**config.mk**
```make
export PLATFORM = sky130hd
export DESIGN_NAME = cla_vec_gen
export DESIGN_NICKNAME = d
export VERILOG_FILES = /design/src/rtl/cla_vec_gen.sv
export SDC_FILE = /design/constraint.sdc
export NUM_CORES = 1
export LEC_CHECK = 0
export BUFFER_PORTS_ARGS = -buffer_cell sky130_fd_sc_hd__buf_2
export CAP_MARGIN = 20
export CORE_AREA = 2 2 39 41
export CTS_BUF_LIST = sky130_fd_sc_hd__clkbuf_2
export CTS_CLUSTER_DIAMETER = 150
export DETAILED_ROUTE_END_ITERATION = 8
export DIE_AREA = 0 0 41 43
export SETUP_SLACK_MARGIN = 0.5
export SYNTH_ARGS = -nofsm -noshare
export SYNTH_HDL_FRONTEND = slang
export SYNTH_SLANG_ARGS = --single-unit
```
**constraint.sdc**
```tcl
create_clock -name clk -period 2.44 [get_ports clk]
set_clock_uncertainty 0.2 [all_clocks]
set_input_delay 0.488 -clock clk [delete_from_list [all_inputs] [get_ports clk]]
set_output_delay 0.488 -clock clk [all_outputs]
set_load 0.05 [all_outputs]
```
**src/rtl/cla_vec_gen.sv**
```systemverilog
// Nested A/B operand counter: B is the fast digit, A the slow one, both 0..SWEEP_MAX.
module cla_vec_gen #(
    parameter int unsigned WIDTH     = 4,
    parameter int unsigned SWEEP_MAX = 7
) (
    input  logic             clk,
    input  logic             rst_n,
    input  logic             clear,
    input  logic             step,
    output logic [WIDTH-1:0] a,
    output logic [WIDTH-1:0] b,
    output logic             last
);

    localparam logic [WIDTH-1:0] MAXV = WIDTH'(SWEEP_MAX);

    logic [WIDTH-1:0] a_q, a_d;
    logic [WIDTH-1:0] b_q, b_d;

    always_comb begin
        a_d = a_q;
        b_d = b_q;
        if (clear) begin
            a_d = '0;
            b_d = '0;
        end else if (step) begin
            if (b_q < MAXV) begin
                b_d = b_q + 1'b1;
            end else if (a_q < MAXV) begin
                a_d = a_q + 1'b1;
                b_d = '0;
            end
        end
    end

    always_ff @(posedge clk or negedge rst_n) begin
        if (!rst_n) begin
            a_q <= '0;
            b_q <= '0;
        end else begin
            a_q <= a_d;
            b_q <= b_d;
        end
    end

    assign a    = a_q;
    assign b    = b_q;
    assign last = (a_q == MAXV) && (b_q == MAXV);

endmodule

```
### Word level (Yosys, flattened, before mapping)

Cells that the tools add are included.
W data, S select, Z words.

* bits in latches: 0
* output and inout port bits: 9
* bits in read-only memories: 0
* memories: 0
* flip-flop bits (word level): 8
* bits in writable memories: 0
* logic and storage cells: 23

* bitwise operators: 0
* order comparisons: 2
* muxes and demuxes: 8
* add/sub/neg operators: 2
* shift-type cells: 0
* multipliers: 0
* eq/ne operators: 3
* reduce and logical (&&, ||, !) cells: 6
* divide/modulo/power cells: 0

Operators by type and width (count)
* $mux W4: 8
* $add A4 B1 Y4 const B: 2
* $eq A4 B3 Y1 const B: 2
* $lt A4 B3 Y1 const B: 2
* $reduce_bool A2 Y1: 2
* $reduce_and A3 Y1: 1
* $reduce_bool A3 Y1: 1
* $ne A2 B2 Y1 const B: 1
* $reduce_and A2 Y1: 1
* $logic_and A1 B1 Y1: 1

### Depth between registers and ports, before layout

Gate-level depths: netlist of the first run.

* depth after elaboration: 5
* gate-level depth with buffers: 4
* gate-level depth less buffers: 4

### Worst setup path before layout of the first run

No wires, ideal clock.

* kind: reg2out
* start point: reg b_q[0], in the netlist b[0]
* end point: out last
* data arrival time: 2.535 ns
* path buffers: 0
* path slack: -0.783 ns
* stages on the path, launching flop included: 4
* cells stage by stage: dfrtp_1 -> ha_1 -> nand2_1 -> nor4_1

* cells in the longest elaborated chain, start to end: 2

RTL lines
* start: declaration: RTL line 18 `logic [WIDTH-1:0] b_q, b_d;`
* start signal: assignment: RTL line 39 `b_q <= '0;`
* start signal: assignment: RTL line 42 `b_q <= b_d;`
* $eq A4 B3 Y1: RTL line 48 `assign last = (a_q == MAXV) && (b_q == MAXV);`
* $logic_and A1 B1 Y1: RTL line 48
* end: declaration: RTL line 12 `output logic last`

No other way between the ends.

### Worst setup path in the final report of the first run

* start point: reg b_q[1], in the netlist b[1]
* end point: out last

Same word-level chain as after synthesis.

==> impl_metrics.csv, run 1 <==
group,metric,value,unit
status,status,"finished clean",
clocking,clockBufferDepth,2,
yosys,ys_warn_count,0,
critical_path,cp.required,1750,ps
clocking,cts_sinks,8,
power_and_ir_drop,p_int,199,uW
grt,grt_max_degree,10,
grt,grt_pass1_vias,424,
worst_hold_path,hold_path.class,"input pin to flop",
critical_path,crit_start,"b[1]",
placed_design,hpwl,732,um
critical_path,critPathMaxFanout,2,
routing,drtAntennaViolNets,0,
power_and_ir_drop,p_switching,91.8,uW
clocking,path_clk_slew,110,ps
placed_design,placed_cells,74,
timing,setup-tns-final,0,ps
timing,period_needed,1950,ps
clocking,h-tree-depth,1,
grt,grt_pass1_wl,1930,um
placed_design,port_buffers,12,
yosys,yosys.area.top_type,"dfrtp_1",
critical_path,crit_path_start_kind,"flop",
yosys,ys_top_cells_by_area,"dfrtp_1 45%, a21oi_1 6.7%, ha_1 5.6%, o31ai_1 3.4%, a31oi_1 2.8%",
critical_path,worstSetupPathType,"flop to output port",
die,die_x,41,um
clocking,cts_root_buffer,"clkbuf_2",
yosys,postSynthAreaPerCell,9.53,um2
cells_and_area,diodes,0,
routing,dr.pass1.iters,4,
critical_path,timing.rr.end,"b[0]",
yosys,syn_area,448,um2
power_and_ir_drop,power_frac_clock,34.6,%
timing,slew_violations,0,
yosys,synth_fp_nets,53,
routing,via_per_inst,5.67,
clocking,cts_tree,"done",
cells_and_area,final_nets,76,
grt,track_usage,17.0,%
timing,finalHoldViolCount,0,
timing,fmax,513,MHz
routing,drc,0,
power_and_ir_drop,switching_share,31.6,%
die,num_rows,14,
worst_hold_path,min-delay-start,"clear",
routing,via_count,482,
power_and_ir_drop,vdd_drop_max,181,uV
yosys,synth_edf_count,0,
power_and_ir_drop,combPwrFrac,16.9,%
routing,wl_per_cell,13.8,um
critical_path,endpoint_kind,"output port",
timing,tightest_slew,410,ps
grt,grt_overflow_total,0,
die,ios,13,
critical_path,r2r-start,"b[1]",
yosys,synthTopCellsByCount,"8 x dfrtp_1, 6 x a21oi_1, 3 x nor2_1",
yosys,seq_area_frac_synth,44.7,%
yosys,synth_ff_type,"dfrtp_1",
power_and_ir_drop,leakage,0.000321,uW
timing,slew_headroom,72.7,%
timing,setup_viol,0,
routing,drt_iter0_drc,14,
timing,rsz0062_at_grt,"yes",
clocking,clock_latency,260,ps
critical_path,rrSetupSlack,600,ps
grt,antenna_found_initial,0,
die,start_util,32.4,%
cells_and_area,stdcell_count,85,
clocking,cts_inserted_buffers,3,
yosys,async_reset_ff_share,100,%
cells_and_area,syn_to_final_growth,47.8,%
cells_and_area,drive_gt1_share,50.7,%
yosys,syn_inst,47,
yosys,synth.most_common_cell,"dfrtp_1",
power_and_ir_drop,seqPwrFrac,48.4,%
placed_design,gp_congestion,0.709,
die,core_area,1380,um2
die,dieArea,1760,um2
die,die_height,43,um
run,max_cap_violations,0,
yosys,ys_ff_latch,8,
timing,whs,301,ps
critical_path,reg2reg_depth,5,
power_and_ir_drop,power.density,439,nW/um2
critical_path,arrival,1260,ps
timing,finalCritPeriodShare,79.9,%
routing,drt_wl_total,1170,um
yosys,synth_top_area_share,44.7,%
yosys,synth_cell_type_count,26,
critical_path,endpoint,"last",
-- timing repair --
item                       CTS  global route
resized for setup            3             0
hold endpoints to repair     8             0
hold buffers                 1             0
cloned                       0             0
pin swaps                    2             0
setup buffers                5             1
setup endpoints to repair    1             2
-- cell type report --
cell class                 count  area (um2)
tap                           16        20.0
sequential                     8         206
clock buffer                   4        20.0
fill                         131         722
timing repair buffer          19         121
multi-input combinational     37         290
inverter                       1        3.75
-- sequential cells by signal, indices dropped and copies added, names as in the netlist --
name  count
b         4
a         4
-- layer usage --
metal	track usage, %	routed length, um	part of all wire, %
met5	0	0	0
met4	12.0	38	3.2
met3	4.71	74	6.3
met2	23.1	552	47
met1	22.0	508	43
-- stage by stage --
step	worst slack (ps)	cell area, um2	power (uW)	util, %
2_1_floorplan	336	502	171	-
3_3_place_gp	646	578	185	41.8
3_5_place_dp	636	578	185	41.8
4_1_cts	479	654	289	47.3
5_1_grt	400	662	306	47.8
6_report	489	662	291	47.8
-- power groups by stage --
| stage | registers [uW] | clock network [uW] | logic [uW] |
|---|---|---|---|
| floorplan | 156 | 0 | 14.7 |
| global placement | 144 | 0 | 40.4 |
| detailed placement | 145 | 0 | 40.2 |
| CTS | 141 | 101 | 47.7 |
| global route | 142 | 110 | 54.3 |
| finish | 141 | 101 | 49.2 |
-- cells by family (layout without fill, tap and decap cells) --
family,Yosys count,in the layout,share of synthesized area [%]
buffers and inverters,2,24,1.67
AOI/OAI and AO/OA,16,16,22.3
and+or+nand+nor,18,18,23.2
muxes,1,1,2.51
DFF,8,8,44.7
adders and majority gates,2,2,5.59
-- worst min-delay path by stage --
stage / end / cells after the start / slack (ps)
3_3_place_gp: a[3] / 1 / 150
4_1_cts: a[2] / 2 / 300
5_1_grt: b[1] / 2 / 300
2_1_floorplan: a[0] / 0 / -8
6_report: a[0] / 2 / 300
3_5_place_dp: b[3] / 1 / 140
-- cell usage in the layout, fill, tap and decap left out, drive strengths merged --
master,count
dlygate4sd3,1
and3,2
nand2b,1
nor3,1
a41oi,1
and2b,1
mux2,1
clkbuf,4
o31ai,2
nor3b,1
o221ai,1
nor2b,1
buf,18
dfrtp,8
a31oi,2
nand2,2
inv,1
nor4,1
nand3,2
ha,2
a21oi,6
o21ai,2
a22oi,1
nand4,1
or4,1
nor2,3
a21o,1
and2,1
-- worst max-delay path, cell delays in order (launching register included) --
cell and delay, ps:
dfrtp_2 400, ha_4 140, nand2_2 60, nor4_4 220, buf_6 190
No activity file was read; power rests on OpenSTA's default activity.
==> run 2, diff against run 1 <==
--- a/config.mk
+++ b/config.mk
@@ -5,6 +5,7 @@
 export SDC_FILE = /design/constraint.sdc
 export NUM_CORES = 1
 export LEC_CHECK = 0
+export ABC_AREA = 1
 export BUFFER_PORTS_ARGS = -buffer_cell sky130_fd_sc_hd__buf_2
 export CAP_MARGIN = 20
 export CORE_AREA = 2 2 39 41
==> constraint.sdc (replaced) <==
create_clock -name clk -period 1.8 [get_ports clk]
set_clock_uncertainty 0.2 [all_clocks]
set_input_delay 0.36 -clock clk [delete_from_list [all_inputs] [get_ports clk]]
set_output_delay 0.36 -clock clk [all_outputs]
set_load 0.05 [all_outputs]
==> impl_metrics.csv, run 2 <==
group,metric,value,unit
die,start_util,36.2,%
critical_path,crit_family,"flip-flops",
yosys,ys_warn_count,0,
cells_and_area,fin_area,1020,um2
grt,grt_pass1_wl,2390,um
timing,slew_headroom,69.4,%
critical_path,reg2reg_depth,7,
critical_path,arrival,1270,ps
die,dieArea,1760,um2
yosys,syn_inst,63,
critical_path,critPathBufInv,1,
yosys,synth_ff_type,"dfrtp_1",
clocking,clockBufferDepth,2,
critical_path,crit_chain,"ha_4, nand2_4, nor4_4, buf_6",
power_and_ir_drop,p_total,420,uW
grt,grt_overflow_total,0,
clocking,path_clk_slew,80,ps
worst_hold_path,hold_depth,2,
routing,via_count,592,
placed_design,hpwl,873,um
timing,worst_slack,-27.6,ps
critical_path,crit_path_start_kind,"flop",
cells_and_area,diodes,0,
routing,drt_iter0_drc,13,
timing,whs,106,ps
timing,finalHoldViolCount,0,
die,core_area,1380,um2
yosys,synth_cell_type_count,19,
die,die_height,43,um
yosys,ys_ff_latch,8,
die,ios,13,
clocking,cts_root_buffer,"clkbuf_2",
timing,setup_viol,1,
routing,dr.pass1.iters,5,
timing,slew_violations,0,
critical_path,critPathMaxFanout,2,
clocking,cts_inserted_buffers,3,
die,die_x,41,um
yosys,synth_fp_nets,69,
critical_path,crit_slowest_cell,"dfrtp_2",
critical_path,endpoint_kind,"output port",
status,violations,"negative setup slack",
clocking,clock_latency,250,ps
cells_and_area,post-route-util,73.5,%
worst_hold_path,min-delay-start,"clear",
critical_path,timing.rr.end,"a[2]",
cells_and_area,final_nets,105,
routing,drtAntennaViolNets,0,
grt,antenna_found_initial,0,
cells_and_area,mostFrequentLayoutCell,"buf_6",
timing,tightest_slew,459,ps
die,num_rows,14,
yosys,ys_top_cells_by_area,"dfrtp_1 40%, nand2_1 9.7%, nand3_1 8.0%, nand4_1 6.3%, nand3_2 6.0%",
worst_hold_path,hold_path.class,"input pin to flop",
yosys,synth_edf_count,0,
status,status,"finished with violations",
critical_path,worstSetupPathType,"flop to output port",
timing,period_needed,1830,ps
timing,finalCritPeriodShare,102,%
timing,fmax,547,MHz
yosys,yosys.area.top_type,"dfrtp_1",
yosys,async_reset_ff_share,100,%
grt,grt_max_degree,13,
placed_design,dpl_cell_area,646,um2
placed_design,port_buffers,12,
cells_and_area,final_cell_mix,"13 x buf_6, 8 x nand2_1, 8 x buf_4",
cells_and_area,drive_gt1_share,70.1,%
yosys,seq_area_frac_synth,40.0,%
clocking,cts_tree,"done",
clocking,cts_sinks,8,
routing,via_per_inst,5.24,
yosys,syn_area,500,um2
routing,drt_wl_total,1680,um
grt,grt_pass1_vias,536,
yosys,synth_top_area_share,40.0,%
power_and_ir_drop,vdd_drop_max,253,uV
clocking,h-tree-depth,1,
grt,track_usage,21.3,%
run,max_cap_violations,0,
routing,drc,0,
cells_and_area,syn_to_final_growth,103,%
worst_hold_path,hold_end,"a[3]",
routing,wl_per_cell,14.9,um
critical_path,rrSetupSlack,250,ps
critical_path,r2r-start,"a[0]",
placed_design,place_ws,134,ps
yosys,synth.most_common_cell,"nand2_1",
critical_path,max_stage_delay,400,ps
placed_design,gp_congestion,0.798,
timing,rsz0062_at_grt,"yes",
power_and_ir_drop,leakage,0.000467,uW
yosys,postSynthAreaPerCell,7.94,um2
yosys,synthTopCellsByCount,"13 x nand2_1, 8 x dfrtp_1, 8 x nand3_1",
critical_path,cp.required,1240,ps
power_and_ir_drop,power.density,412,nW/um2
## run 2: area by class of cell
| cell class | instances | area, um2 |
|---|---|---|
| Tap cell | 16 | 20.0 |
| Clock buffer | 3 | 15.0 |
| Sequential cell | 8 | 209 |
| Multi-Input combinational cell | 45 | 397 |
| Fill cell | 91 | 367 |
| Inverter | 9 | 40.0 |
| Timing Repair Buffer | 32 | 337 |
## run 2: kinds of logic (layout without fill, tap and decap cells)
logic type      count (synthesis)  after routing  synth area share (%)
simple gates                   41             41                  43.7
buf+inv                        10             44                  9.25
compound gates                  2              2                  2.00
fa+ha+maj                       2              2                  5.00
flops                           8              8                  40.0
## run 2: worst register-to-register path, stage by stage, from the launching register on
cell,delay (ps)
dfrtp_2,440
ha_4,180
nand2_4,60
buf_4,130
nand3_4,120
nor2_4,180
nand3_2,70
nand2_1,80
## run 2: power by group
group          total (uW)  internal (uW)  switching [uW]
clock                 108           45.3            62.3
sequential            194            186            7.87
combinational         118           54.4            63.7
## run 2: repair_timing
| action | in CTS | in global routing |
|---|---|---|
| hold buffers | 1 | 0 |
| gates cloned | 0 | 0 |
| pin swaps | 10 | 8 |
| endpoints found under the setup margin | 17 | 17 |
| endpoints found under the hold margin | 8 | 0 |
| buffers inserted | 10 | 8 |
| resized for setup | 41 | 15 |
## run 2: per-stage QoR
step           std cells  setup TNS (ps)
6_report             113           -27.6
5_1_grt              113            -112
4_1_cts              105           -27.8
3_5_place_dp          91               0
3_3_place_gp          91               0
2_1_floorplan         63            -176
## run 2: worst max-delay path by stage
stage	slack, ps	from	depth (start not counted)	end
after global placement	170	a[1]	4	last
after floorplan	-180	a[1]	3	last
final	-30	a[0]	4	last
after detailed placement	130	a[1]	4	last
after global routing	-110	a[0]	4	last
after CTS	-30	b[1]	4	last
## run 2: per-layer routing
layer	vias to the layer above	track usage [%]	part of all wire, %
met5	-	0	0
li1	280	-	-
met4	0	10.0	2.1
met2	18	32.8	54
met3	7	6.28	4.8
met1	287	25.7	39
==> run 3, diff against run 2 <==
--- a/config.mk
+++ b/config.mk
@@ -6,13 +6,16 @@
 export NUM_CORES = 1
 export LEC_CHECK = 0
 export ABC_AREA = 1
-export BUFFER_PORTS_ARGS = -buffer_cell sky130_fd_sc_hd__buf_2
 export CAP_MARGIN = 20
-export CORE_AREA = 2 2 39 41
+export CELL_PAD_IN_SITES_DETAIL_PLACEMENT = 0
+export CELL_PAD_IN_SITES_GLOBAL_PLACEMENT = 2
+export CORE_MARGIN = 2
+export CORE_UTILIZATION = 35
 export CTS_BUF_LIST = sky130_fd_sc_hd__clkbuf_2
 export CTS_CLUSTER_DIAMETER = 150
 export DETAILED_ROUTE_END_ITERATION = 8
-export DIE_AREA = 0 0 41 43
+export DONT_BUFFER_PORTS = 1
+export PLACE_DENSITY_LB_ADDON = 0.1
 export SETUP_SLACK_MARGIN = 0.5
 export SYNTH_ARGS = -nofsm -noshare
 export SYNTH_HDL_FRONTEND = slang
==> impl_metrics.csv, run 3 (synthesized netlist as in run 2, its figures left out) <==
group,metric,value,unit
status,status,"finished with violations",
status,violations,"negative setup slack",
die,start_util,38.0,%
placed_design,place_ws,216,ps
timing,slew_headroom,72.5,%
die,dieArea,1750,um2
critical_path,cp.required,1240,ps
power_and_ir_drop,combPwrFrac,22.3,%
clocking,h-tree-depth,1,
routing,via_count,516,
power_and_ir_drop,p_switching,121,uW
timing,worst_slack,-14.5,ps
power_and_ir_drop,power.density,422,nW/um2
power_and_ir_drop,switching_share,31.6,%
placed_design,gp_congestion,0.730,
critical_path,crit_chain,"ha_4, nand2_8, nor4_4, buf_12",
worst_hold_path,hold_path.class,"input pin to flop",
power_and_ir_drop,leakage,0.000402,uW
clocking,clock_latency,230,ps
power_and_ir_drop,p_int,262,uW
routing,drc,0,
placed_design,port_buffers,0,
clocking,cts_tree,"done",
critical_path,max_stage_delay,410,ps
die,ios,13,
power_and_ir_drop,power_frac_clock,27.7,%
grt,grt_pass1_vias,518,
grt,grt_pass1_wl,2380,um
critical_path,crit_family,"flip-flops",
cells_and_area,diodes,0,
routing,drt_wl_total,1460,um
routing,drt_iter0_drc,10,
routing,wl_per_cell,14.7,um
critical_path,worstSetupPathType,"flop to output port",
cells_and_area,drive_gt1_share,60.7,%
cells_and_area,final_nets,92,
cells_and_area,final_cell_mix,"10 x nand2_1, 8 x dfrtp_2, 6 x nand3_1, 6 x buf_6",
timing,setup_viol,1,
clocking,clockBufferDepth,2,
critical_path,crit_slowest_cell,"dfrtp_2",
critical_path,arrival,1250,ps
clocking,cts_root_buffer,"clkbuf_2",
die,num_rows,13,
cells_and_area,post-route-util,69.0,%
run,max_cap_violations,0,
timing,rsz0062_at_grt,"yes",
routing,dr.pass1.iters,4,
grt,grt_overflow_total,0,
timing,finalHoldViolCount,0,
placed_design,hpwl,906,um
clocking,path_clk_slew,80,ps
die,die_x,41.8,um
routing,via_per_inst,5.21,
power_and_ir_drop,vdd_drop_max,306,uV
power_and_ir_drop,seqPwrFrac,49.9,%
cells_and_area,mostFrequentLayoutCell,"nand2_1",
timing,fmax,551,MHz
timing,slew_violations,0,
grt,antenna_found_initial,0,
timing,finalCritPeriodShare,101,%
timing,period_needed,1810,ps
routing,drtAntennaViolNets,0,
timing,tightest_slew,411,ps
die,die_height,41.8,um
critical_path,endpoint_kind,"output port",
critical_path,crit_path_start_kind,"flop",
critical_path,critPathBufInv,1,
cells_and_area,n_fill_cell,101,
die,core_area,1320,um2
cells_and_area,syn_to_final_growth,81.7,%
clocking,cts_inserted_buffers,3,
critical_path,critPathMaxFanout,3,
clocking,cts_sinks,8,
grt,grt_max_degree,13,
grt,track_usage,18.3,%
-- run 3: per-stage QoR --
stage               hold slack [ps]  TNS [ps]  std cells  area, um2  power [uW]
CTS                            59.7     -39.2         96        833         382
global placement               -135         0         86        657         256
finish                         79.9     -14.5         99        910         384
detailed placement             -135         0         86        657         256
floorplan                      -136      -176         63        566         242
global route                   61.8      -110         99        910         404
-- run 3: cell type report --
type | instances | area, um2 | share of cell area, %
multi-input cells | 45 | 372 | 40.9
repair buffers | 19 | 248 | 27.2
flip-flops and latches | 8 | 210 | 23.1
inverters | 9 | 46.3 | 5.09
well taps | 15 | 18.8 | 2.06
clock buffers | 3 | 15.0 | 1.65
-- run 3: final timing paths --
path,from,end,depth (start not counted),slack (ps)
setup / recovery,a[1],last,4,-10
hold / removal,clear,b[2],3,80
setup reg to reg,b[1],b[0],7,360
hold reg to reg,a[3],a[3],2,440
max in group asynchronous,rst_n,b[3],1,820
min in group asynchronous,rst_n,a[0],1,270
-- run 3: repair_timing --
action | 4_1_cts | 5_1_grt
gates resized for setup | 26 | 15
setup buffers | 5 | 3
hold buffers | 2 | 0
hold endpoints to repair | 9 | 0
pin swaps | 8 | 5
endpoints found under the setup margin | 17 | 17
-- run 3: worst min-delay path, cell delays in order --
cell	delay, ps
nor2_1	20
nand2_1	50
nand2_1	40
-- run 3: routing by layer --
metal  GRT usage (%)  routed length (um)  vias up
met5               0                   0        -
met4            14.8                  14        0
met3            1.74                  52        2
met2            27.8                 772       14
met1            23.3                 620      248
li1                -                   -      252
-- run 3: power groups by stage --
stage / Sequential, uW / Combinational [uW] / Clock (uW)
global placement: 195 / 61.5 / 0
floorplan: 217 / 25.7 / 0
finish: 191 / 85.7 / 106
global route: 192 / 91.0 / 121
CTS: 191 / 78.2 / 113
detailed placement: 195 / 61.2 / 0
